`src/rtl/ldl_rr_grant_mux.sv`:
```
// Grant consumer for the LDL round-robin arbiter: muxes the granted word, pops the
// requester, and presents the result through a 2-entry skid buffer.
module ldl_rr_grant_mux #(
  parameter int BIN_WIDTH  = 3,
  parameter int REQ_WIDTH  = 1 << BIN_WIDTH,
  parameter int DATA_WIDTH = 8
) (
  input  logic                            clk,
  input  logic                            rst,
  input  logic [REQ_WIDTH*DATA_WIDTH-1:0] in_data,
  input  logic                            arb_valid,
  input  logic [REQ_WIDTH-1:0]            arb_hot,
  input  logic [BIN_WIDTH-1:0]            arb_bin,
  output logic                            arb_ready,
  output logic [REQ_WIDTH-1:0]            ack,
  output logic                            out_valid,
  output logic [DATA_WIDTH-1:0]           out_data,
  output logic [BIN_WIDTH-1:0]            out_bin,
  input  logic                            out_ready,
  output logic                            err
);

  typedef struct packed {
    logic [DATA_WIDTH-1:0] data;
    logic [BIN_WIDTH-1:0]  bin;
  } entry_t;

  typedef enum logic [1:0] {EMPTY, ONE, TWO} cnt_t;

  cnt_t   cnt, cnt_nxt;
  entry_t m_q, s_q, m_nxt, s_nxt, new_e;
  logic   accept, pop;
  logic   [REQ_WIDTH-1:0][DATA_WIDTH-1:0] words;
  logic   [REQ_WIDTH-1:0] exp_hot;

  assign words     = in_data;
  assign arb_ready = !rst && (cnt != TWO);
  assign accept    = arb_valid && arb_ready;
  assign pop       = out_valid && out_ready;
  assign ack       = accept ? arb_hot : '0;
  assign exp_hot   = {{(REQ_WIDTH-1){1'b0}}, 1'b1} << arb_bin;

  // Mux by the binary index only; the one-hot form is just cross-checked for err.
  always_comb begin
    new_e      = '0;
    new_e.data = words[arb_bin];
    new_e.bin  = arb_bin;
  end

  always_comb begin
    cnt_nxt = cnt;
    m_nxt   = m_q;
    s_nxt   = s_q;
    unique case (cnt)
      EMPTY: if (accept) begin
        cnt_nxt = ONE;
        m_nxt   = new_e;
      end
      ONE: begin
        if (accept && pop) begin
          m_nxt = new_e;
        end else if (accept) begin
          cnt_nxt = TWO;
          s_nxt   = new_e;
        end else if (pop) begin
          cnt_nxt = EMPTY;
        end
      end
      TWO: if (pop) begin
        // arb_ready is low here, so the skid entry simply moves up.
        cnt_nxt = ONE;
        m_nxt   = s_q;
      end
      default: cnt_nxt = EMPTY;
    endcase
  end

  always_ff @(posedge clk) begin
    if (rst) begin
      cnt <= EMPTY;
      m_q <= '0;
      s_q <= '0;
      err <= 1'b0;
    end else begin
      cnt <= cnt_nxt;
      m_q <= m_nxt;
      s_q <= s_nxt;
      if (arb_valid && (arb_hot != exp_hot)) err <= 1'b1;
    end
  end

  assign out_valid = (cnt != EMPTY);
  assign out_data  = m_q.data;
  assign out_bin   = m_q.bin;

endmodule
```
`config.mk`:
```
export PLATFORM = sky130hd
export DESIGN_NAME = ldl_rr_grant_mux
export DESIGN_NICKNAME = d
export VERILOG_FILES = /design/src/rtl/ldl_rr_grant_mux.sv
export SDC_FILE = /design/constraint.sdc
export NUM_CORES = 1
export LEC_CHECK = 0
export ABC_AREA = 0
export BUFFER_PORTS_ARGS = -buffer_cell sky130_fd_sc_hd__buf_2
export CAP_MARGIN = 30
export CORE_MARGIN = 10
export CORE_UTILIZATION = 48
export CTS_CLUSTER_SIZE = 14
export DETAILED_ROUTE_END_ITERATION = 8
export GPL_TIMING_DRIVEN = 0
export PLACE_DENSITY_LB_ADDON = 0.05
export SLEW_MARGIN = 20
export SYNTH_ARGS = -nofsm -noshare
export SYNTH_HDL_FRONTEND = slang
export SYNTH_SLANG_ARGS = --single-unit
```
`constraint.sdc`:
```
create_clock -name clk -period 2.3 [get_ports clk]
set_input_delay 0.345 -clock clk [delete_from_list [all_inputs] [get_ports clk]]
set_output_delay 0.345 -clock clk [all_outputs]
set_load 0.005 [all_outputs]
```
==> impl_metrics.toml <==
[setup_path]
critical_path.endpoint_type = "output pin"
worst-endpoint-arrival_ps = 1700
timing.critical_path.fanout_max = 10
setup.worst_path.start_class = "flop"
cp_data_required_time_ps = 1960
critPathKind = "reg -> out"

[die]
io_pins = 101
floorplan.rows = 22
dieWidth_um = 81.1
design.core.area_mm2 = 0.00363
start_util = 0.493
die_h_um = 81.1
floorplan.die_area_mm2 = 0.00657

[placement]
dp.final_hpwl_mm = 4.57
port_buffers = 97
gp_congestion = 0.787
instance_area_after_placement_mm2 = 0.00234

[cts]
cts.hold.buffers_added = 0
clock_tree.buffer_depth = 2
clock-sinks = 25
cts.root.buffer_cell = "clkbuf_8"
post-cts-setup-buffers = 0
clock_latency_ps = 280
cts_tree = "yes"
tritoncts.num_buffers = 3
cts_resized = 0
number_of_levels_in_the_clock_h_tree = 1
path_clk_slew_ps = 90

[synthesis]
synth_warnings = 0
post_synthesis_instance_total = 181
synth-main-ff-cell = "dfxtp_1"
syn_area_mm2 = 0.00179
synth-seq-cells = 25
asyncSetResetFlopFracSynth = 0
synthesis.nets = 260
synthDistinctLibCells = 39
synth_sequential_area_ratio = 0.280
number_of_enable_type_register_cells_in_the_synthesized_netlist = 0
syn_area_per_cell_um2 = 9.89

[pwr]
p_leak_nw = 1.11
pwr_density_cell_mw_per_mm2 = 434
power.ir.vdd_worst_mv = 0.233

[layout]
fin_nets = 362
drive_above_1_share = 0.450
flow.area_growth_from_synthesis_pct = 33.1
diodes = 0
ff_latch_area_um2 = 500
multi_input_comb_area_mm2 = 0.00119
nFillCells = 331
postLayoutCellArea_mm2 = 0.00238

[detailed_routing]
routed_wl_mm = 5.39
antenna_violating_nets_post_route = 0
violation_count_after_the_first_detailed_route_iteration = 84
first_pass_iters = 4
vias = 1740
drcViolationCount = 0
average_wire_per_cell_in_the_routed_design_um = 16.3
route.detailed.vias_per_inst = 5.27

[grt]
grt_max_degree = 15
grt_overflow = 0
number_of_global_route_vias_before_repair = 1760
antenna_violations_before_repair = 0
grt_first_pass_wirelength_mm = 8.23
grt_util_all_layers = 0.160

[status]
status = "complete, no violations"

[sta]
timing_worst_slew_pin_value_ps = 532
finalSetupViolations = 0
grt_setup_unrepaired = "false"
slew-limit-headroom = 0.645
finalHoldViolCount = 0
slew_viol_final = 0
final_sum_of_negative_setup_slack_ps = 0
maxClockFrequency_ghz = 0.490
worst_clock_skew_ps = 7.23
timing.final.crit_period_ps = 2040
post-route-period-util = 0.888

[job]
maxCapViolCount = 0

[worst_hold_path]
min-delay-path-class = "in -> reg"
cell families (layout without fill, tap and decap cells):
family | after synthesis | after routing | synth area share
AND/OR/NAND/NOR | 76 | 76 | 0.194
flip-flops | 25 | 25 | 0.280
AO/OA/AOI/OAI | 26 | 26 | 0.121
multiplexers | 37 | 37 | 0.349
buffers and inverters | 17 | 118 | 0.0559
cells in the mapped netlist, types with 3 or more instances:
cell      instances  area (um^2)
nor2b_1           3         18.8
mux4_1           11          289
a311oi_1         11         96.3
dfxtp_1          25          500
nand2_1          23         86.3
buf_2             7         35.0
mux4_2            5          113
mux2i_1          13          130
nand2b_1          3         18.8
nor2_1           31          116
mux2_2            7         78.8
clkbuf_1          5         18.8
and2_1            8         50.1
registers in the layout, indices dropped and copies added (netlist names):
name      flops
cnt           2
err           1
out_bin       3
out_data      8
s_q          11
critical path: stages, from the launching register on:
cell and delay, ps:
dfxtp_1 310, buf_2 180, nor2b_1 320, clkbuf_1 390, nor2_1 80, buf_2 140
where the power goes:
part	leakage (nW)	internal [mW]	switching, mW	total, mW
clock network	0.0255	0.122	0.146	0.267
logic	0.876	0.172	0.128	0.300
registers	0.204	0.455	0.0110	0.466
layout make-up:
cell class	count	area share
Sequential cell	25	0.210
Multi-Input combinational cell	139	0.499
Clock buffer	3	0.0173
Clock inverter	1	0.00210
Tap cell	48	0.0252
Inverter	1	0.00158
Buffer	16	0.0404
Timing Repair Buffer	97	0.204
routing by layer:
layer	up-vias	track usage	wire length, um
met2	84	0.244	2400
met4	0	0.0779	102
li1	882	-	-
met3	5	0.0751	661
met5	-	0	0
met1	769	0.185	2220
cell usage in the layout, fill, tap and decap left out, types with 2 or more instances in the layout:
cell type,n
nand2_1,23
and2_1,8
nor2_1,31
dfxtp_1,25
mux4_1,11
nor2b_1,3
clkbuf_1,5
o22a_1,2
a311oi_1,11
clkbuf_8,3
mux4_2,5
buf_2,104
nand2b_1,3
o21ai_0,2
mux2_2,7
mux2i_1,13
a2111oi_0,2
path summary, 6_finish.rpt:
path               start           to  slack, ps  depth (start not counted)
setup reg to reg  cnt[1]   out_bin[2]        610                          5
hold / removal       rst  out_data[3]        340                          2
hold reg to reg   s_q[6]  out_data[3]        480                          2
setup / recovery  cnt[1]    arb_ready        260                          5
per-stage QoR:
| stage | instances | setup WS, ps | power [mW] | hold slack (ps) | util |
|---|---|---|---|---|---|
| after floorplan | 181 | 623 | 0.654 | 454 | - |
| after global placement | 326 | 492 | 0.775 | 467 | 0.643 |
| after detailed placement | 326 | 491 | 0.779 | 467 | 0.643 |
| after CTS | 330 | 235 | 1.05 | 342 | 0.656 |
| after global routing | 330 | 101 | 1.09 | 356 | 0.656 |
| final | 330 | 257 | 1.03 | 338 | 0.656 |
Power figures use the tool's default switching activity.
